===== config.mk =====
export PLATFORM = sky130hd
export DESIGN_NAME = gray_quad_decoder
export DESIGN_NICKNAME = d
export VERILOG_FILES = /design/src/rtl/gray_quad_pkg.sv /design/src/rtl/gray_sync_filter.sv /design/src/rtl/gray_quad_decoder.sv
export SDC_FILE = /design/constraint.sdc
export NUM_CORES = 1
export LEC_CHECK = 0
export ABC_AREA = 1
export CORE_ASPECT_RATIO = 1.25
export CORE_MARGIN = 5
export CORE_UTILIZATION = 45
export CTS_CLUSTER_DIAMETER = 40
export DETAILED_ROUTE_END_ITERATION = 12
export PLACE_DENSITY = 0.68
export SYNTH_ARGS = -nofsm -noshare
export SYNTH_HDL_FRONTEND = slang
export SYNTH_SLANG_ARGS = --single-unit

===== constraint.sdc =====
create_clock -name clk -period 5 [get_ports clk]
set_input_delay 0.5 -clock clk [delete_from_list [all_inputs] [get_ports clk]]
set_output_delay 0.5 -clock clk [all_outputs]
set_load 0.01 [all_outputs]

===== src/rtl/gray_quad_pkg.sv =====
// Shared types and Gray-sequence helpers for the 2-bit Gray/quadrature decoder.
package gray_quad_pkg;

  typedef enum logic {
    ST_INIT  = 1'b0,
    ST_TRACK = 1'b1
  } state_t;

  typedef enum logic [1:0] {
    STEP_NONE    = 2'd0,
    STEP_UP      = 2'd1,
    STEP_DOWN    = 2'd2,
    STEP_ILLEGAL = 2'd3
  } step_t;

  localparam logic [1:0] G00 = 2'b00;
  localparam logic [1:0] G01 = 2'b01;
  localparam logic [1:0] G11 = 2'b11;
  localparam logic [1:0] G10 = 2'b10;

  function automatic logic [1:0] gray_next_up(input logic [1:0] g);
    case (g)
      G00:     return G01;
      G01:     return G11;
      G11:     return G10;
      default: return G00;
    endcase
  endfunction

  function automatic step_t gray_step(input logic [1:0] old_g, input logic [1:0] new_g);
    if (old_g == new_g) return STEP_NONE;
    // Both bits flipping cannot come from a single Gray step.
    if ((old_g ^ new_g) == 2'b11) return STEP_ILLEGAL;
    if (new_g == gray_next_up(old_g)) return STEP_UP;
    return STEP_DOWN;
  endfunction

endpackage


===== src/rtl/gray_sync_filter.sv =====
// Two-flop synchronizer plus stability filter for a 2-bit asynchronous bus.
// accept is combinational: at the edge where it is high, filt takes cand.
module gray_sync_filter
  import gray_quad_pkg::*;
#(
  parameter int FILT_LEN = 2
) (
  input  logic       clk,
  input  logic       rst_n,
  input  logic [1:0] sync_in,
  input  logic       capture_any,
  output logic [1:0] filt,
  output logic [1:0] cand,
  output logic       accept
);

  localparam int CW = (FILT_LEN > 1) ? $clog2(FILT_LEN) : 1;
  localparam logic [CW-1:0] LOAD = CW'(FILT_LEN - 1);

  logic [1:0]    s1;
  logic [1:0]    s2;
  logic [CW-1:0] cnt;
  logic          armed;
  logic          pending;

  // The cycle right after reset is not counted as a hold cycle.
  assign pending = capture_any || (s2 != filt);
  assign accept  = armed && pending && (cnt == '0);
  assign cand    = s2;

  always_ff @(posedge clk) begin
    if (!rst_n) begin
      s1    <= G00;
      s2    <= G00;
      filt  <= G00;
      cnt   <= LOAD;
      armed <= 1'b0;
    end else begin
      s1    <= sync_in;
      s2    <= s1;
      armed <= 1'b1;
      if (accept) filt <= s2;
      if (!armed || (s1 != s2) || accept || !pending) cnt <= LOAD;
      else cnt <= cnt - CW'(1);
    end
  end

endmodule


===== src/rtl/gray_quad_decoder.sv =====
// Gray/quadrature receive decoder: position tracking, direction and illegal-step flags.
//  state    | meaning
//  ST_INIT  | waiting for the first stable input value to seed filt
//  ST_TRACK | every acceptance is classified as up, down or illegal
module gray_quad_decoder
  import gray_quad_pkg::*;
#(
  parameter int CNT_W    = 8,
  parameter int FILT_LEN = 2
) (
  input  logic             clk,
  input  logic             rst_n,
  input  logic             f1_in,
  input  logic             f2_in,
  input  logic             clr,
  output logic [CNT_W-1:0] pos,
  output logic             dir,
  output logic             step,
  output logic             err,
  output logic             err_pulse,
  output logic             valid
);

  state_t           state, state_nxt;
  logic [1:0]       filt;
  logic [1:0]       cand;
  logic             accept;
  step_t            kind;
  logic [CNT_W-1:0] pos_nxt;
  logic             dir_nxt, step_nxt, err_nxt, err_pulse_nxt, valid_nxt;

  gray_sync_filter #(.FILT_LEN(FILT_LEN)) u_filt (
    .clk         (clk),
    .rst_n       (rst_n),
    .sync_in     ({f1_in, f2_in}),
    .capture_any (state == ST_INIT),
    .filt        (filt),
    .cand        (cand),
    .accept      (accept)
  );

  always_ff @(posedge clk) begin
    if (!rst_n) begin
      state     <= ST_INIT;
      pos       <= '0;
      dir       <= 1'b0;
      step      <= 1'b0;
      err       <= 1'b0;
      err_pulse <= 1'b0;
      valid     <= 1'b0;
    end else begin
      state     <= state_nxt;
      pos       <= pos_nxt;
      dir       <= dir_nxt;
      step      <= step_nxt;
      err       <= err_nxt;
      err_pulse <= err_pulse_nxt;
      valid     <= valid_nxt;
    end
  end

  always_comb begin
    state_nxt     = state;
    pos_nxt       = pos;
    dir_nxt       = dir;
    step_nxt      = 1'b0;
    err_nxt       = err;
    err_pulse_nxt = 1'b0;
    valid_nxt     = valid;
    kind          = gray_step(filt, cand);
    case (state)
      ST_INIT: begin
        if (accept) begin
          state_nxt = ST_TRACK;
          valid_nxt = 1'b1;
        end
      end
      ST_TRACK: begin
        if (accept) begin
          case (kind)
            STEP_UP: begin
              pos_nxt  = pos + CNT_W'(1);
              dir_nxt  = 1'b1;
              step_nxt = 1'b1;
            end
            STEP_DOWN: begin
              pos_nxt  = pos - CNT_W'(1);
              dir_nxt  = 1'b0;
              step_nxt = 1'b1;
            end
            STEP_ILLEGAL: begin
              err_nxt       = 1'b1;
              err_pulse_nxt = 1'b1;
            end
            default: ;
          endcase
        end
      end
      default: state_nxt = ST_INIT;
    endcase
    // clr beats a coincident step on pos, but a coincident illegal event keeps err set.
    if (clr) begin
      pos_nxt = '0;
      if (!err_pulse_nxt) err_nxt = 1'b0;
    end
  end

endmodule


* Word-level counts from Yosys, hierarchy flattened
Index checks and enable logic that the tools add are counted.
** Word-level totals
- Bits in registers :: 22
- Output and inout bits :: 13
- Input bits :: 5
** Cells by class
- Add/subtract/negate cells :: 3
- Reductions and logical operators :: 16
- Bitwise gates (word level) :: 4
- Equal/unequal tests :: 10
- Multiplexer cells :: 29
** Operators with widths (count)
- $mux 1 :: 18
- $mux 2 :: 8
- $pmux 8 s2 :: 1
- $add 8x1->8 const B :: 1
- $eq 2x2->1 const B :: 4
- $sub 8x1->8 const B :: 1
- $pmux 2 s3 :: 1
- $reduce_and 3->1 :: 2
- $reduce_or 2->1 :: 3
- $eq 2x1->1 const B :: 2
- $eq 2x2->1 :: 2
- $logic_or 1x1->1 :: 4
- $ne 2x2->1 :: 2
- $not 1->1 :: 3
- $logic_and 1x1->1 :: 2
- $logic_not 1->1 :: 2
- $logic_not 2->1 :: 1
- $pmux 1 s2 :: 1
- $reduce_and 2->1 :: 1
- $reduce_bool 2->1 :: 1
- $xor 2x2->2 :: 1
- $sub 1x1->1 const B :: 1

* Longest topological paths before layout
Gate-level depths: netlist (run 1).
- Depth after elaboration :: 19
- Depth in mapped cells :: 19
- Mapped depth without buffers :: 19

* Hierarchy
Synthesis (run 1) repeated with hierarchy kept, for this count alone.
** Unflattened totals
- Cell total of the unflattened synthesis :: 183
- Area, all modules :: 1285.0 um^2
** By module, submodules not included
- gray_quad_decoder :: cells each 140, seq. area each 280.3 um^2, area an instance 960.9 um^2, instances 1
- gray_sync_filter :: cells each 43, seq. area each 160.2 um^2, area an instance 324.1 um^2, instances 1

* Least setup slack after synthesis (run 1)
Ideal clock, no wire load.
- Path type :: reg-to-reg
- Start point :: reg u_filt.filt[0]
- End point :: reg pos[4]
- Period minus slack after synthesis :: 2169 ps
- Path slack :: 2831 ps
- Required time :: 4885 ps
- Arrival :: 2054 ps
- Cell stages (with the launch flop) :: 16
- Cell sequence :: dfxtp_1 -> xnor2_1 -> inv_1 -> ha_1 -> nor2_4 -> nand3_1 -> nand2_1 -> inv_1 -> ha_1 -> inv_1 -> nand2_1 -> nand4_1 -> nand3_1 -> xor2_1 -> o21ai_0 -> inv_1
** On the way
- Longest elaborated chain between the ends :: 14
** Ends and longest elaborated chain
- start: declaration :: line gray_sync_filter.sv:12 : output logic [1:0] filt,
- start signal: assignment :: line gray_sync_filter.sv:35 : filt <= G00;
- start signal: assignment :: line gray_sync_filter.sv:42 : if (accept) filt <= s2;
- $eq 2x2->1 (tied with other cells) :: line gray_quad_pkg.sv:22 : case (g)
- $pmux 2 s3 :: line gray_quad_pkg.sv:22
- $mux 2 :: line gray_quad_pkg.sv:34 : if (new_g == gray_next_up(old_g)) return STEP_UP;
- $mux 2 :: line gray_quad_pkg.sv:33 : if ((old_g ^ new_g) == 2'b11) return STEP_ILLEGAL;
- $eq 2x2->1 :: line gray_quad_pkg.sv:34
- $mux 1 (2 in a row) :: line gray_quad_pkg.sv:34
- $mux 1 :: line gray_quad_pkg.sv:33
- $mux 2 :: line gray_quad_pkg.sv:35 : return STEP_DOWN;
- $mux 2 :: line gray_quad_pkg.sv:34
- $mux 2 :: line gray_quad_pkg.sv:33
- $eq 2x2->1 / $eq 2x1->1 (equally long branches) :: line gray_quad_decoder.sv:80 : case (kind)
- $reduce_bool 2->1 (no line)
- $reduce_and 3->1 (no line)
- end signal: assignment :: line gray_quad_decoder.sv:53 : pos <= pos_nxt;
- end: declaration :: line gray_quad_decoder.sv:16 : output logic [CNT_W-1:0] pos,
Parallel ways exist; a longest one is shown, timed or not. The select of a mux whose other input is x is not followed.
A chain may end at the register's enable or synchronous reset.

* Worst setup path after layout (run 1)
- Start point :: reg u_filt.filt[0]
- End point :: reg pos[6]
The elaborated chain is that of the path after synthesis.

==> reports/results.tsv, run 1 <==
stage	metric	value	unit
grt	global route total overflow	0	
detailed_routing	drt first pass iters	4	
grt	vias in the first global route	984	
cts	clock-pin slew on the worst setup and hold paths	0.11	ns
detailed_routing	routed via count	1095	
min_path	hold path cells	1	
cts	# H-tree levels	1	
yosys	Syn. warnings	0	
timing	Rel. slew slack	66.1	%
min_path	Hold Path Class	reg -> reg	
worst_setup_path	CP startpoint kind	flip-flop	
finish	share of layout cells above drive strength 1	12.4	%
timing	Fmax	0.413	GHz
detailed_routing	vias per cell	4.98	
timing	clk_skew	0.00321	ns
worst_setup_path	Crit path required time	5.22	ns
timing	Setup Viol. Count Final	0	
timing	Pins Over Slew Limit	0	
finish	ANT cells	0	
yosys	Post-synth EDFFs	0	
grt	first-pass GRT wire length	4050	um
finish	layout net count	196	
detailed_routing	# DRC	0	
placed_design	DP Wirelength	1920	um
floorplan	die area	3820	um^2
placed_design	GPL Wtd Cong	0.839	
floorplan	core area	2630	um^2
worst_setup_path	CP Capture Type	flip-flop	
floorplan	# IOs	18	
worst_setup_path	CP max FO	8	
run_status	run status	finished clean	
grt	initial antenna violation count	0	
cts	hold buffers post-CTS	0	
timing	unrepaired setup endpoints after global routing	false	
detailed_routing	Initial DRC Count	19	
floorplan	Core Rows	21	
detailed_routing	DR WL/cell	11.0	um
finish	final core utilization	55.0	%
yosys	Synth Area in Compound Gates	15.4	%
pwr	VDD IR-drop max	0.142	mV
yosys	leading cell type by number of instances after synthesis	nand2_1	
grt	gr usage total	13.6	%
timing	measured slew at the worst slew-check pin	0.507	ns
placed_design	PortBufs	17	
yosys	post-synth top area cell	dfxtp_1	
worst_setup_path	R2R depth	18	
detailed_routing	DRT Wirelength	2430	um
yosys	synth unique cells	26	
yosys	XOR/XNOR Fraction of Synth Area	5.09	%
grt	pin count of the biggest net entering global routing	14	
timing	Tmin final	2.42	ns
floorplan	die height	67.9	um
cts	CTS tree	done	
detailed_routing	Final ANT Viol Nets	0	
cts	clk buf depth	2	
timing	Final Cycle Share	48.5	%
cts	clk_lat worst skew	0.31	ns
yosys	predominant post-synthesis flop cell	dfxtp_1	
cts	clk sinks	22	
floorplan	Die Width	56.3	um
yosys	Synth top area share	36.6	%
placed_design	Cell Area, Placed	1410	um^2
pwr	Leakage	0.700	nW
job	Max-Cap Viols	0	
yosys	Area contributors post-synth	dfxtp_1, nand2_1, inv_1, nand3_1, a21oi_1	
finish	post-layout instance area	1450	um^2
yosys	Yosys reg bits	22	
cts	# Post-CTS Setup Buffers	0	
yosys	synth cell count leaders	nand2_1, inv_1, dfxtp_1, nand3_1, a21oi_1	
yosys	register area share after synthesis	36.6	%
yosys	Cells after Synth	167	
yosys	ys async rst share	0	%
grt	met3 Use GR	2.26	%
finish	Area Overhead vs Synth	20.0	%
timing	hold_ws	0.450	ns
cts	post-CTS resize count	0	
yosys	syn avg cell area	7.22	um^2
grt	GR Util met2	27.0	%
grt	GR Layer Usage met1	13.2	%
worst_setup_path	arrival time at the worst endpoint	2.65	ns
timing	Final Hold Violating Endpoints	0	
floorplan	initial core utilization	45.9	%
worst_setup_path	Setup crit end	pos[6]	
timing	Setup TNS	0	ns
cts	CTS buffer count	3	
worst_setup_path	R2R Setup Slk	2.58	ns
worst_setup_path	reg-to-reg startpoint	u_filt.filt[0]	
pwr	pwr dens	231	nW/um^2
worst_setup_path	Setup Crit Path Kind	reg -> reg	
yosys	post-synth net total	176	
yosys	Post-Synth Adder-Cell Area	4.15	%
worst_setup_path	R2R Path End	pos[6]	
cts	Root Driver	clkbuf_4	
grt	Most Crowded Layer GR	met2	
yosys	post-synthesis mux area share	0	%
worst_setup_path	worst setup path startpoint	u_filt.filt[0]	
yosys	Mapped Area	1200	um^2
yosys	main combinational cell family by area after synthesis	simple AND/OR/NAND/NOR gates	
yosys	Simple-Gate Fraction of Synth Area	28.6	%
==> how the worst min path moves through the flow <==
stage / startpoint / to / slack (ns)
5_1_grt: u_filt.armed / u_filt.cnt / 0.47
3_3_place_gp: u_filt.armed / u_filt.cnt / 0.41
6_report: u_filt.armed / u_filt.cnt / 0.45
3_5_place_dp: u_filt.armed / u_filt.cnt / 0.43
2_1_floorplan: u_filt.armed / u_filt.cnt / 0.40
4_1_cts: u_filt.armed / u_filt.cnt / 0.46
==> power by group <==
group	internal, mW	leakage (nW)	switching [mW]
clock	0.0445	0.0210	0.0516
sequential	0.179	0.179	0.00317
combinational	0.0199	0.500	0.0358
==> sequential cells by signal, summed over array words and instances, names as in the netlist <==
name          flops
err_pulse         1
u_filt.armed      1
pos               8
u_filt.s1         2
u_filt.cand       2
step              1
dir               1
err               1
valid             1
u_filt.filt       2
u_filt.cnt        1
state             1
==> per-layer routing <==
metal / share of wire [%] / vias to the layer above
li1: - / 572
met1: 42 / 498
met2: 53 / 18
met3: 3.5 / 7
met4: 2.2 / 0
met5: 0 / -
==> logic make-up after synthesis <==
family / count (synthesis)
flops: 22
fa+ha+maj: 4
buf+inv: 33
compound gates: 29
simple gates: 72
xor+xnor: 7
==> through the flow <==
stage                     setup slack (ns)  cells  power (mW)
final                                 2.58    220       0.334
after global routing                  2.25    220       0.356
after CTS                             2.57    220       0.341
after detailed placement              2.59    216       0.242
after global placement                2.66    216       0.241
after floorplan                       2.83    167       0.229
==> cells in the final DEF, fill, tap and decap left out, drive strengths merged <==
cell type / Yosys / final
inv: 31 / 31
nand3: 15 / 15
xor2: 5 / 5
clkdlybuf4s50: 0 / 17
o2111ai: 1 / 1
o21ai: 10 / 10
clkbuf: 2 / 4
o41ai: 2 / 2
a221oi: 1 / 1
o21a: 2 / 2
a21oi: 11 / 11
ha: 4 / 4
o21bai: 1 / 1
dfxtp: 22 / 22
xnor2: 2 / 2
o211ai: 1 / 1
nand4: 1 / 1
nor2: 11 / 11
nand2: 45 / 45
==> worst max-delay path: stages, from the launching register on <==
cell     delay (ns)
dfxtp_1        0.36
xnor2_1        0.21
inv_1          0.09
ha_1           0.23
nor2_4         0.25
nand3_1        0.19
nand2_1        0.13
inv_1          0.05
ha_1           0.16
inv_1          0.05
nand2_1        0.08
nand4_1        0.09
nand3_1        0.10
nand2_1        0.09
nand2_1        0.05
nand2_1        0.06
nand3_1        0.06
nand2_1        0.07
inv_1          0.03
==> area by class of cell <==
type | count | area [um^2]
fill | 270 | 1180
multi-input combinational | 112 | 641
sequential | 22 | 440
timing repair buffer | 17 | 170
inverter | 31 | 116
tap | 34 | 42.5
clock buffer | 4 | 36.3
Power figures use the tool's default switching activity.
==> run 2: changes to the inputs <==
clock period = 2.4 ns   (was 5 ns; I/O delays follow)
==> reports/results.tsv, run 2 (synthesized netlist as in run 1, its figures left out) <==
stage	metric	value	unit
timing	Setup Viol. Count Final	0	
detailed_routing	Final ANT Viol Nets	0	
timing	Setup TNS	0	ns
finish	Finished Layout Cells	227	
detailed_routing	routed via count	1109	
finish	filler cell count	252	
worst_setup_path	Setup Crit Path Kind	reg -> reg	
grt	pin count of the biggest net entering global routing	13	
floorplan	die height	67.9	um
cts	# H-tree levels	1	
timing	Pins Over Slew Limit	0	
finish	Area Overhead vs Synth	26.1	%
detailed_routing	drt first pass iters	4	
worst_setup_path	Crit path required time	2.61	ns
grt	initial antenna violation count	0	
floorplan	die area	3820	um^2
cts	Root Driver	clkbuf_4	
finish	Multi-input gate area	656	um^2
timing	Tmin final	2.21	ns
pwr	pwr dens	467	nW/um^2
finish	max FFs per register	8	
grt	global route total overflow	0	
grt	first-pass GRT wire length	4280	um
worst_setup_path	CP max FO	4	
pwr	VDD IR-drop max	0.399	mV
worst_setup_path	arrival time at the worst endpoint	2.42	ns
detailed_routing	vias per cell	4.89	
detailed_routing	# DRC	0	
timing	measured slew at the worst slew-check pin	0.368	ns
worst_setup_path	CP Capture Type	flip-flop	
finish	Top reg by flops	pos	
timing	Fmax	0.452	GHz
detailed_routing	DRT Wirelength	2500	um
floorplan	core area	2630	um^2
cts	hold buffers post-CTS	0	
cts	CTS buffer count	3	
cts	clk buf depth	2	
timing	Final Hold Violating Endpoints	0	
floorplan	initial core utilization	45.9	%
placed_design	GPL Wtd Cong	0.826	
finish	leading cell type in the layout, fill and taps excluded	nand2_1	
finish	share of layout cells above drive strength 1	18.7	%
pwr	overall power	0.710	mW
grt	gr usage total	14.0	%
min_path	Hold Path Class	reg -> reg	
timing	Rel. slew slack	75.1	%
cts	clock-pin slew on the worst setup and hold paths	0.11	ns
grt	vias in the first global route	1045	
finish	post-layout instance area	1520	um^2
worst_setup_path	CP startpoint kind	flip-flop	
floorplan	# IOs	18	
timing	Final Cycle Share	92.2	%
floorplan	Core Rows	21	
placed_design	Cell Area, Placed	1450	um^2
detailed_routing	DR WL/cell	11.0	um
timing	clk_skew	0.00226	ns
finish	most frequent cells in the layout	nand2_1, inv_1, dfxtp_1	
cts	clk sinks	22	
cts	clk_lat worst skew	0.30	ns
placed_design	placed cell count	221	
detailed_routing	Initial DRC Count	38	
pwr	Leakage	0.737	nW
finish	layout net count	203	
floorplan	Die Width	56.3	um
placed_design	PortBufs	17	
placed_design	DP Wirelength	2010	um
finish	final core utilization	57.8	%
job	Max-Cap Viols	0	
finish	ANT cells	0	
cts	CTS tree	done	
finish	Reg area	445	um^2
run_status	run status	finished clean	
## run 2: path summary, 6_finish.rpt
check,slack (ns),end,start,depth (start not counted)
worst max register to register,0.19,pos[6],u_filt.cand[0],19
worst min-delay path,0.46,u_filt.cnt,u_filt.armed,1
worst max-delay path,0.19,pos[6],u_filt.cand[0],19
worst min register to register,0.46,u_filt.cnt,u_filt.armed,1
## run 2: layout make-up
cell class,instances,area share (%)
Inverter,31,7.66
Sequential cell,22,29.3
Multi-Input combinational cell,112,43.2
Timing Repair Buffer,24,14.7
Clock buffer,4,2.39
Tap cell,34,2.80
## run 2: report_power, final
group          total, mW  switching (mW)  internal, mW
combinational      0.135          0.0792        0.0561
clock              0.194           0.101        0.0925
sequential         0.381         0.00749         0.373
total              0.710           0.188         0.522
## run 2: metrics by stage
stage          hold slack (ns)  worst slack, ns
3_5_place_dp             0.443            0.136
2_1_floorplan            0.268            0.231
3_3_place_gp             0.410            0.234
5_1_grt                  0.446          -0.0171
4_1_cts                  0.450            0.110
6_report                 0.456            0.186
## run 2: per-layer routing
| metal | up-vias | global-route usage (%) | part of all wire (%) |
|---|---|---|---|
| met2 | 24 | 27.6 | 50 |
| met1 | 498 | 15.2 | 45 |
| met5 | - | 0 | 0 |
| li1 | 583 | - | - |
| met3 | 4 | 1.70 | 3.5 |
| met4 | 0 | 5.34 | 1.4 |
## run 2: worst max-delay path, cell delays in order (launching register included)
cell	delay [ns]
dfxtp_2	0.36
xnor2_2	0.18
inv_1	0.09
ha_1	0.23
nor2_4	0.12
buf_4	0.13
nand2_4	0.05
nand2_2	0.06
nand2_1	0.06
inv_1	0.05
ha_1	0.13
inv_1	0.04
nand2_1	0.09
nand4_1	0.08
nand3_1	0.12
nand2_1	0.09
nand3_1	0.07
nand3_1	0.07
nand2_1	0.07
inv_1	0.04
## run 2: timing repair
item / CTS / global route
setup endpoints to repair: 0 / 3
buffers inserted: 0 / 2
resized for setup: 0 / 6
